File: config.mk
export PLATFORM = sky130hd
export DESIGN_NAME = track_mixer_flat
export DESIGN_NICKNAME = d
export VERILOG_FILES = /design/src/rtl/daw_pkg.sv /design/src/rtl/track_mixer_if.sv /design/src/rtl/mix_range_reduce.sv /design/src/rtl/track_mixer.sv /design/src/flat_wrapper.sv
export SDC_FILE = /design/constraint.sdc
export NUM_CORES = 1
export LEC_CHECK = 0
export CORE_MARGIN = 4
export CORE_UTILIZATION = 42
export CTS_CLUSTER_DIAMETER = 120
export CTS_CLUSTER_SIZE = 40
export DETAILED_ROUTE_END_ITERATION = 8
export PLACE_DENSITY = 0.65
export SLEW_MARGIN = 5
export SYNTH_ARGS = -nofsm -noshare
export SYNTH_HDL_FRONTEND = slang
export SYNTH_HIERARCHICAL = 1
export SYNTH_SLANG_ARGS = --single-unit
File: constraint.sdc
create_clock -name clk -period 13 [get_ports clk]
set_input_delay 3.9 -clock clk [delete_from_list [all_inputs] [get_ports clk]]
set_output_delay 3.9 -clock clk [all_outputs]
set_load 0.05 [all_outputs]
File: src/rtl/daw_pkg.sv
// Shared DAW definitions: mixer FSM states, accumulator sizing and gain constants.
package daw_pkg;

    typedef enum logic [1:0] {
        IDLE   = 2'd0,
        ACCUM  = 2'd1,
        OUTPUT = 2'd2
    } mixer_state_t;

    // Wide enough for CHANNELS full-scale products at maximum gain plus a sign guard bit.
    function automatic int unsigned mix_acc_width(input int unsigned word_width,
                                                  input int unsigned gain_width,
                                                  input int unsigned channels);
        return word_width + gain_width + $clog2(channels) + 1;
    endfunction

    function automatic int unsigned mix_unity_gain(input int unsigned gain_width);
        return 32'd1 << (gain_width - 1);
    endfunction

    localparam int unsigned MIX_GAIN_WIDTH_DEFAULT = 4;
    localparam int unsigned MIX_UNITY_GAIN         = mix_unity_gain(MIX_GAIN_WIDTH_DEFAULT);

endpackage

File: src/rtl/track_mixer_if.sv
// Frame-in / mixed-word-out bus between the track loader and the mixer.
interface track_mixer_if #(
    parameter int unsigned WORD_WIDTH = 8,
    parameter int unsigned CHANNELS   = 8,
    parameter int unsigned GAIN_WIDTH = 4
);
    logic                                 sample_valid;
    logic [CHANNELS-1:0][WORD_WIDTH-1:0]  samples;
    logic [CHANNELS-1:0][GAIN_WIDTH-1:0]  gain;
    logic [CHANNELS-1:0]                  mute_mask;
    logic                                 clip_clr;
    logic signed [WORD_WIDTH-1:0]         mix_out;
    logic                                 mix_valid;
    logic                                 busy;
    logic                                 clipped;
    logic                                 dropped;

    modport master (
        output sample_valid, samples, gain, mute_mask, clip_clr,
        input  mix_out, mix_valid, busy, clipped, dropped
    );

    modport slave (
        input  sample_valid, samples, gain, mute_mask, clip_clr,
        output mix_out, mix_valid, busy, clipped, dropped
    );
endinterface

File: src/rtl/mix_range_reduce.sv
// Reduces a scaled accumulator to WORD_WIDTH and flags out-of-range values.
// TRACK_MIXER_SATURATE_EN defined: clamp; otherwise two's-complement wrap.
module mix_range_reduce #(
    parameter int unsigned ACC_W      = 16,
    parameter int unsigned WORD_WIDTH = 8
) (
    input  logic signed [ACC_W-1:0]      scaled,
    output logic signed [WORD_WIDTH-1:0] word_c,
    output logic                         out_of_range_c
);
    localparam int unsigned HI_W = ACC_W - WORD_WIDTH + 1;

    logic [HI_W-1:0] upper;

    assign upper = scaled[ACC_W-1:WORD_WIDTH-1];

    // In range only when every bit above the result's sign bit matches it.
    always_comb begin
        out_of_range_c = !((&upper) || !(|upper));
        word_c         = scaled[WORD_WIDTH-1:0];
`ifdef TRACK_MIXER_SATURATE_EN
        if (out_of_range_c) begin
            word_c = scaled[ACC_W-1] ? {1'b1, {(WORD_WIDTH-1){1'b0}}}
                                     : {1'b0, {(WORD_WIDTH-1){1'b1}}};
        end
`else
`endif
    end
endmodule

File: src/rtl/track_mixer.sv
// Time-multiplexed multitrack mixer: capture a frame, MAC one channel per cycle, emit a rescaled word.
// Optional clamping of out-of-range results via TRACK_MIXER_SATURATE_EN.
module track_mixer
    import daw_pkg::*;
#(
    parameter int unsigned WORD_WIDTH = 8,
    parameter int unsigned CHANNELS   = 8,
    parameter int unsigned GAIN_WIDTH = 4
) (
    input logic           clk,
    input logic           rst,
    track_mixer_if.slave  mif
);
    localparam int unsigned ACC_W  = mix_acc_width(WORD_WIDTH, GAIN_WIDTH, CHANNELS);
    localparam int unsigned IDX_W  = $clog2(CHANNELS);
    localparam int unsigned PROD_W = WORD_WIDTH + GAIN_WIDTH + 1;

    mixer_state_t                         state;
    logic signed [ACC_W-1:0]              acc;
    logic [IDX_W-1:0]                     idx;
    logic [CHANNELS-1:0][WORD_WIDTH-1:0]  samp_q;
    logic [CHANNELS-1:0][GAIN_WIDTH-1:0]  gain_q;
    logic [CHANNELS-1:0]                  mute_q;

    logic signed [WORD_WIDTH-1:0]  cur_samp;
    logic signed [GAIN_WIDTH:0]    cur_gain;
    logic signed [PROD_W-1:0]      product;
    logic signed [ACC_W-1:0]       term;
    logic signed [ACC_W-1:0]       scaled;
    logic signed [WORD_WIDTH-1:0]  reduced;
    logic                          out_of_range;
    logic                          last_ch;

    // Gain is zero-extended so the multiply stays signed x non-negative.
    assign cur_samp = samp_q[idx];
    assign cur_gain = signed'({1'b0, gain_q[idx]});
    assign product  = cur_samp * cur_gain;
    assign term     = mute_q[idx] ? '0 : ACC_W'(product);
    assign scaled   = acc >>> (GAIN_WIDTH - 1);
    assign last_ch  = (idx == IDX_W'(CHANNELS - 1));

    mix_range_reduce #(
        .ACC_W      (ACC_W),
        .WORD_WIDTH (WORD_WIDTH)
    ) u_range (
        .scaled         (scaled),
        .word_c         (reduced),
        .out_of_range_c (out_of_range)
    );

    always_ff @(posedge clk) begin
        if (rst) begin
            state         <= IDLE;
            acc           <= '0;
            idx           <= '0;
            samp_q        <= '0;
            gain_q        <= '0;
            mute_q        <= '0;
            mif.mix_out   <= '0;
            mif.mix_valid <= 1'b0;
            mif.busy      <= 1'b0;
            mif.clipped   <= 1'b0;
            mif.dropped   <= 1'b0;
        end else begin
            mif.mix_valid <= 1'b0;
            case (state)
                IDLE: begin
                    if (mif.sample_valid) begin
                        samp_q   <= mif.samples;
                        gain_q   <= mif.gain;
                        mute_q   <= mif.mute_mask;
                        acc      <= '0;
                        idx      <= '0;
                        mif.busy <= 1'b1;
                        state    <= ACCUM;
                    end
                end
                ACCUM: begin
                    acc <= acc + term;
                    idx <= idx + IDX_W'(1);
                    if (last_ch) begin
                        state <= OUTPUT;
                    end
                end
                OUTPUT: begin
                    mif.mix_out   <= reduced;
                    mif.mix_valid <= 1'b1;
                    mif.busy      <= 1'b0;
                    state         <= IDLE;
                end
                default: state <= IDLE;
            endcase

            // Sticky flags: a set event outranks a simultaneous clear.
            if (mif.sample_valid && (state != IDLE)) begin
                mif.dropped <= 1'b1;
            end else if (mif.clip_clr) begin
                mif.dropped <= 1'b0;
            end

            if ((state == OUTPUT) && out_of_range) begin
                mif.clipped <= 1'b1;
            end else if (mif.clip_clr) begin
                mif.clipped <= 1'b0;
            end
        end
    end
endmodule

File: src/flat_wrapper.sv
// flat-port wrapper written by rule: the top's interface ports become plain ports
module track_mixer_flat import daw_pkg::*;
#(
    parameter int unsigned WORD_WIDTH = 8,
    parameter int unsigned CHANNELS   = 8,
    parameter int unsigned GAIN_WIDTH = 4
)
  (clk, rst, mif_sample_valid, mif_samples, mif_gain, mif_mute_mask, mif_clip_clr, mif_mix_out, mif_mix_valid, mif_busy, mif_clipped, mif_dropped);
  track_mixer_if #(.WORD_WIDTH(WORD_WIDTH), .CHANNELS(CHANNELS), .GAIN_WIDTH(GAIN_WIDTH)) mif_i ();
  input logic clk;
  input logic rst;
  input wire logic [$bits(mif_i.sample_valid)-1:0] mif_sample_valid;
  input wire logic [$bits(mif_i.samples)-1:0] mif_samples;
  input wire logic [$bits(mif_i.gain)-1:0] mif_gain;
  input wire logic [$bits(mif_i.mute_mask)-1:0] mif_mute_mask;
  input wire logic [$bits(mif_i.clip_clr)-1:0] mif_clip_clr;
  output wire logic [$bits(mif_i.mix_out)-1:0] mif_mix_out;
  output wire logic [$bits(mif_i.mix_valid)-1:0] mif_mix_valid;
  output wire logic [$bits(mif_i.busy)-1:0] mif_busy;
  output wire logic [$bits(mif_i.clipped)-1:0] mif_clipped;
  output wire logic [$bits(mif_i.dropped)-1:0] mif_dropped;
  assign mif_i.sample_valid = mif_sample_valid;
  assign mif_i.samples = mif_samples;
  assign mif_i.gain = mif_gain;
  assign mif_i.mute_mask = mif_mute_mask;
  assign mif_i.clip_clr = mif_clip_clr;
  assign mif_mix_out = mif_i.mix_out;
  assign mif_mix_valid = mif_i.mix_valid;
  assign mif_busy = mif_i.busy;
  assign mif_clipped = mif_i.clipped;
  assign mif_dropped = mif_i.dropped;
  track_mixer #(.WORD_WIDTH(WORD_WIDTH), .CHANNELS(CHANNELS), .GAIN_WIDTH(GAIN_WIDTH)) u_core (.clk(clk), .rst(rst), .mif(mif_i));
endmodule
**After elaboration in Yosys (flattened, before gate mapping)**

Index checks and enable logic that the tools add are counted.

- Flip-flop bits (word level): 137
- Input bits: 108
- Output and inout bits: 12
- Logic and storage cells: 71

- Add/sub/neg operators: 2
- $mul: 1
- Order comparisons: 1
- Equality and inequality tests: 5
- Multiplexer cells: 20
- Reduce and logical (&&, ||, !) cells: 17

Operators with widths:

| kind | number |
|---|---|
| $mux W16 | 2 |
| $pmux W16 S2 | 1 |
| $bmux W8 S3 | 1 |
| $add A16 B16 Y16 | 1 |
| $mul A8 B5 Y13 | 1 |
| $bmux W4 S3 | 1 |
| $reduce_bool A2 Y1 | 5 |
| $mux W8 | 1 |
| $reduce_and A2 Y1 | 4 |
| $mux W1 | 6 |
| $pmux W3 S2 | 1 |
| $reduce_and A6 Y1 | 1 |
| $reduce_or A6 Y1 | 1 |
| $lt A3 B4 Y1 const B | 1 |
| $mux W2 | 2 |
| $mux W4 | 1 |
| $pmux W2 S2 | 1 |
| $add A3 B1 Y3 const B | 1 |
| $bmux W1 S3 | 1 |
| $eq A3 B3 Y1 const B | 1 |
| $mux W3 | 1 |
| $eq A2 B1 Y1 const B | 1 |
| $eq A2 B2 Y1 const B | 1 |
| $logic_and A1 B1 Y1 | 2 |
| other kinds (6) | 7 |

**Depth between registers and ports, before layout**

- Word-level depth: 6
- Depth in mapped cells: 30
- Gate-level depth less buffers: 27

**Modules after synthesis**

Netlist, hierarchy kept.

Modules (own cells, without submodules):

| module | instances | cells an instance | area each (sq um) | sequential area each (sq um) |
|---|---|---|---|---|
| track_mixer | 1 | 896 | 7420.9 | 2742.6 |
| mix_range_reduce | 1 | 16 | 107.6 | 0.0 |

**Worst setup path after synthesis**

Ideal clock, no wire load.

- Path kind: register to register
- Start point: reg u_core.idx[0]
- End point: reg u_core.acc[14]
- Setup time: 118 ps
- Arrival: 6431 ps
- Data required time: 12882 ps
- Slack: 6450 ps
- Cell stages (with the launch flop): 26
- Buffers on the path: 2
- Clock period less this slack: 6550 ps
- Path through: dfxtp_1 buf_6 buf_1 mux4_2 mux2i_1 nor2_1 ha_1 inv_1 fa_1 fa_1 inv_1 ha_1 a211oi_1 o21a_1 nor2_1 a211oi_1 ha_1 a21o_1 a21oi_1 nand2_1 a21o_1 a41o_1 maj3_2 a21oi_1 xor2_1 o21ai_1

- Cells in the longest elaborated chain, start to end: 6
- Elaborated cells between the ends (all ways): 10
- Those cells by class: add/sub (1); mul (1); mux (8)

RTL lines:

| element | RTL line | text |
|---|---|---|
| from (decl) | track_mixer.sv:20 | `logic [IDX_W-1:0] idx;` |
| from (signal assigned) | track_mixer.sv:80 | `idx <= idx + IDX_W'(1);` |
| $bmux W8 S3 / $bmux W4 S3 (equally long branches) | track_mixer.sv:35, track_mixer.sv:36 |  |
| $mux W8 (not written as such) / $mux W4 (equally long branches) | track_mixer.sv:35, track_mixer.sv:36 |  |
| $mul A8 B5 Y13 | track_mixer.sv:37 | `assign product = cur_samp * cur_gain;` |
| $mux W16 * | track_mixer.sv:38 | `assign term = mute_q[idx] ? '0 : ACC_W'(product);` |
| $add A16 B16 Y16 * | track_mixer.sv:79 | `acc <= acc + term;` |
| $pmux W16 S2 * | track_mixer.sv:66 | `case (state)` |
| to (signal assigned) | track_mixer.sv:79 |  |
| to (decl) | track_mixer.sv:19 | `logic signed [ACC_W-1:0] acc;` |

Every way passes the cells marked *; elsewhere a longest branch is shown, timed or not. The select of a mux whose other input is x is not followed.
A chain may end at the register's enable or synchronous reset.

**Final worst setup path**

Ends and elaborated chain as after synthesis.

==> key figures <==
Synth
  – Syn Std Cell Area: approximately 7500 sq um
  – Area leader, netlist: dfxtp_1
  – Top cells by area in the synthesized netlist: dfxtp_1 36%, nand2_1 12%, a21oi_1 9.9%
  – Yosys top cell area share: between 30% and 40%
  – Main synth FF type: dfxtp_1
  – Yosys reg bits: between 100 and 150
  – Distinct cells, synth: between 50 and 60
  – Ys async rst share: 0%
  – Post-Synthesis Mean Instance Area: 8.25 sq um
  – Sequential fraction of the synthesis area: between 30% and 40%
  – Synthesized instance count: around 910
  – Post-synth EDFFs: 0
  – Syn_nets: 1078
  – Synth warn: 6

Pwr
  – Leakage: ~3.7 nW
  – PD cells: 118 nW/um^2
  – Worst ir drop on vdd: roughly 0.092 mV

Global routing
  – Number of global-route vias before repair: between 6000 and 7000
  – Wire length of the first global-routing pass: between 20 and 30 mm
  – Largest net degree at the start of global routing: around 110
  – Overall routing resource usage: about 18%
  – Initial antenna violation count: 0
  – Grt total ovfl: 0

Finish
  – Layout cells sized above 1: under 10%
  – Reg area: between 2000 and 3000 sq um
  – ANT cells: 0
  – Synthesis-to-layout area growth: 24.9%
  – Layout fillers: about 1700
  – Commonest non-fill, non-tap cell in the layout: nand2_1
  – Most frequent cells in the layout: 249 x nand2_1, 149 x a21oi_1, 136 x dfxtp_1
  – Final std cells w/o fill: ~1200
  – Multi-input logic area: ~4300 sq um
  – Final nets: roughly 1200

Worst setup path
  – CP Data Arrival Time: approximately 7.3 ns
  – Crit Path Max Fanout: 29
  – Worst R2R Start: u_core/idx[0]
  – R2r setup slk: approximately 6 ns
  – Worst EP required: about 13 ns
  – Worst reg2reg path endpoint: u_core/acc[14]
  – Critical path class: reg -> reg
  – Critical path startpoint category: flip-flop
  – Cells on worst reg2reg path: 24
  – CP endpoint kind: flip-flop
  – CP Launch Point: u_core/idx[0]
  – Worst Setup EP: u_core/acc[14]

Routing
  – Antenna Violating Nets Remaining: 0
  – Initial DRT Pass Iterations: 4
  – Total Wirelength: 17.6 mm
  – DR iter-0 viols: 310
  – Vias: 6261
  – Routed vias/inst: 5.08
  – Routed len/inst: around 14 um
  – DRC Markers: 0

Clocking
  – TritonCTS clock tree: yes
  – Sink Count: between 100 and 150
  – Post-CTS setup buffer count: 0
  – Worst-path clk slew: about 0.06 ns
  – Post-cts sizing count: 0
  – Num CTS Buffers: 17
  – # hold bufs at CTS: 0
  – CTS H-Tree Depth: 4
  – Root Buffer: clkbuf_16
  – CTS Buffer Depth: 2
  – Clock Latency Late Sink: 0.42 ns

Place
  – Dpl cells: 1201
  – Port bufs: 119
  – Hpwl dp: about 12 mm
  – Gpl congestion: roughly 0.82

Floorplan
  – I/O pins: 120
  – Initial Util: a little over two fifths
  – Die height: around 140 um
  – Row count: 48
  – Die width: 142 um
  – Area of the core: 17400 sq um
  – Die area: around 20000 sq um

STA
  – Slew margin rel.: 30.1%
  – Worst-Margin Slew: between 1 and 1.5 ns
  – Worst Hold Slack: 0.451 ns
  – Layout Skew: 0.0101 ns
  – Setup violations, final: 0
  – Fin. max-slew vios: 0
  – Tmin final: around 7 ns
  – Final period utilization: 53.7%
  – RSZ-0062 raised after global routing: no
  – Final hold viol count: 0
  – Setup_tns: 0 ns
  – Max Freq: approximately 140 MHz

Min path
  – Min-Delay Path Class: reg -> reg
  – Hold-critical path depth: 2

Flow run
  – Maxcap violations: 0

Run status
  – Status: complete, no violations
sequential cells by signal (all words and copies together) (netlist names):
signal and count:
u_core/acc 16, u_core/gain_q 32, u_core/idx 3, u_core/mif.busy 1, u_core/mif.clipped 1, u_core/mif.dropped 1, u_core/mif.mix_out 8, u_core/mif.mix_valid 1
u_core/mute_q 8, u_core/samp_q 64, u_core/state 2
worst min path at each step:
stage / end / slack (ns) / startpoint
after global placement: u_core/mute_q[0] / 0.44 / u_core/mute_q[0]
after floorplan: u_core/mute_q[1] / 0.43 / u_core/mute_q[1]
final: u_core/mif.mix_out[3] / 0.45 / u_core/mif.mix_out[3]
after CTS: u_core/samp_q[61] / 0.45 / u_core/samp_q[61]
after global routing: u_core/mif.mix_out[0] / 0.48 / u_core/mif.mix_out[0]
after detailed placement: u_core/mute_q[0] / 0.45 / u_core/mute_q[0]
cell type report:
type / instances / area share (%)
clock inverter: 12 / 1.76
inverter: 47 / 1.88
clock buffer: 20 / 4.75
multi-input combinational: 666 / 46.2
sequential: 137 / 29.2
timing repair buffer: 126 / 13.2
tap: 225 / 2.99
per-layer routing:
| layer | global-route usage, % | wire length (um) | vias to the layer above |
|---|---|---|---|
| li1 | - | - | 3215 |
| met1 | 23.5 | 8020 | 2894 |
| met2 | 28.7 | 8410 | 127 |
| met3 | 4.48 | 868 | 25 |
| met4 | 6.72 | 333 | 0 |
| met5 | 0 | 0 | - |
report_power, final:
group	total (mW)	internal [mW]	leakage (nW)	switching, mW
registers	0.453	0.442	1.12	0.0114
clock network	0.503	0.310	0.294	0.193
logic	0.151	0.0720	2.32	0.0786
Yosys cell counts (6+ instances only):
library cell and n:
and2_1 6, buf_1 10, nand3_1 17, xnor2_1 15, clkbuf_1 43, dfxtp_1 137, xor2_1 6, nand2_1 250
fa_1 18, mux2i_1 13, a21oi_1 149, o21ai_0 8, o21bai_1 6, nor2_1 48, a21o_1 6, inv_1 47
buf_4 8, mux4_2 24, ha_1 40, or2_2 7
worst max-delay path: stages, from the launching register on:
cell      delay [ns]
dfxtp_2         0.31
buf_4           0.45
mux4_2          0.57
mux2i_1         0.60
nor2_1          0.12
ha_1            0.30
inv_1           0.05
fa_1            0.51
fa_1            0.56
inv_1           0.04
ha_1            0.34
a211oi_1        0.42
o21a_1          0.22
nor2_1          0.06
a211oi_1        0.22
ha_1            0.31
a21o_1          0.20
a21oi_1         0.30
nand2_1         0.09
a21o_1          0.18
a41o_1          0.26
maj3_2          0.30
a21oi_1         0.17
xor2_1          0.17
o21ai_1         0.08
cells by family (layout without fill, tap and decap cells):
group           after synthesis  after routing  share of synthesized area, %
buf+inv                     109            205                          5.93
compound gates              192            192                          13.9
xor+xnor                     21             21                          2.44
simple gates                350            350                          19.2
mux                          43             43                          10.3
fa+ha+maj                    60             60                          11.7
flops                       137            137                          36.4
per-stage QoR:
stage          util (%)  power, mW  area, sq um  setup WS (ns)
3_3_place_gp       50.5      0.613         8790           6.25
3_5_place_dp       50.5      0.614         8790           6.06
5_1_grt            54.0       1.15         9400           5.51
2_1_floorplan         -      0.556         7530           6.45
4_1_cts            54.0       1.12         9400           6.03
6_report           54.0       1.11         9400           6.02
Note: power is estimated with default switching activity, not from simulation.
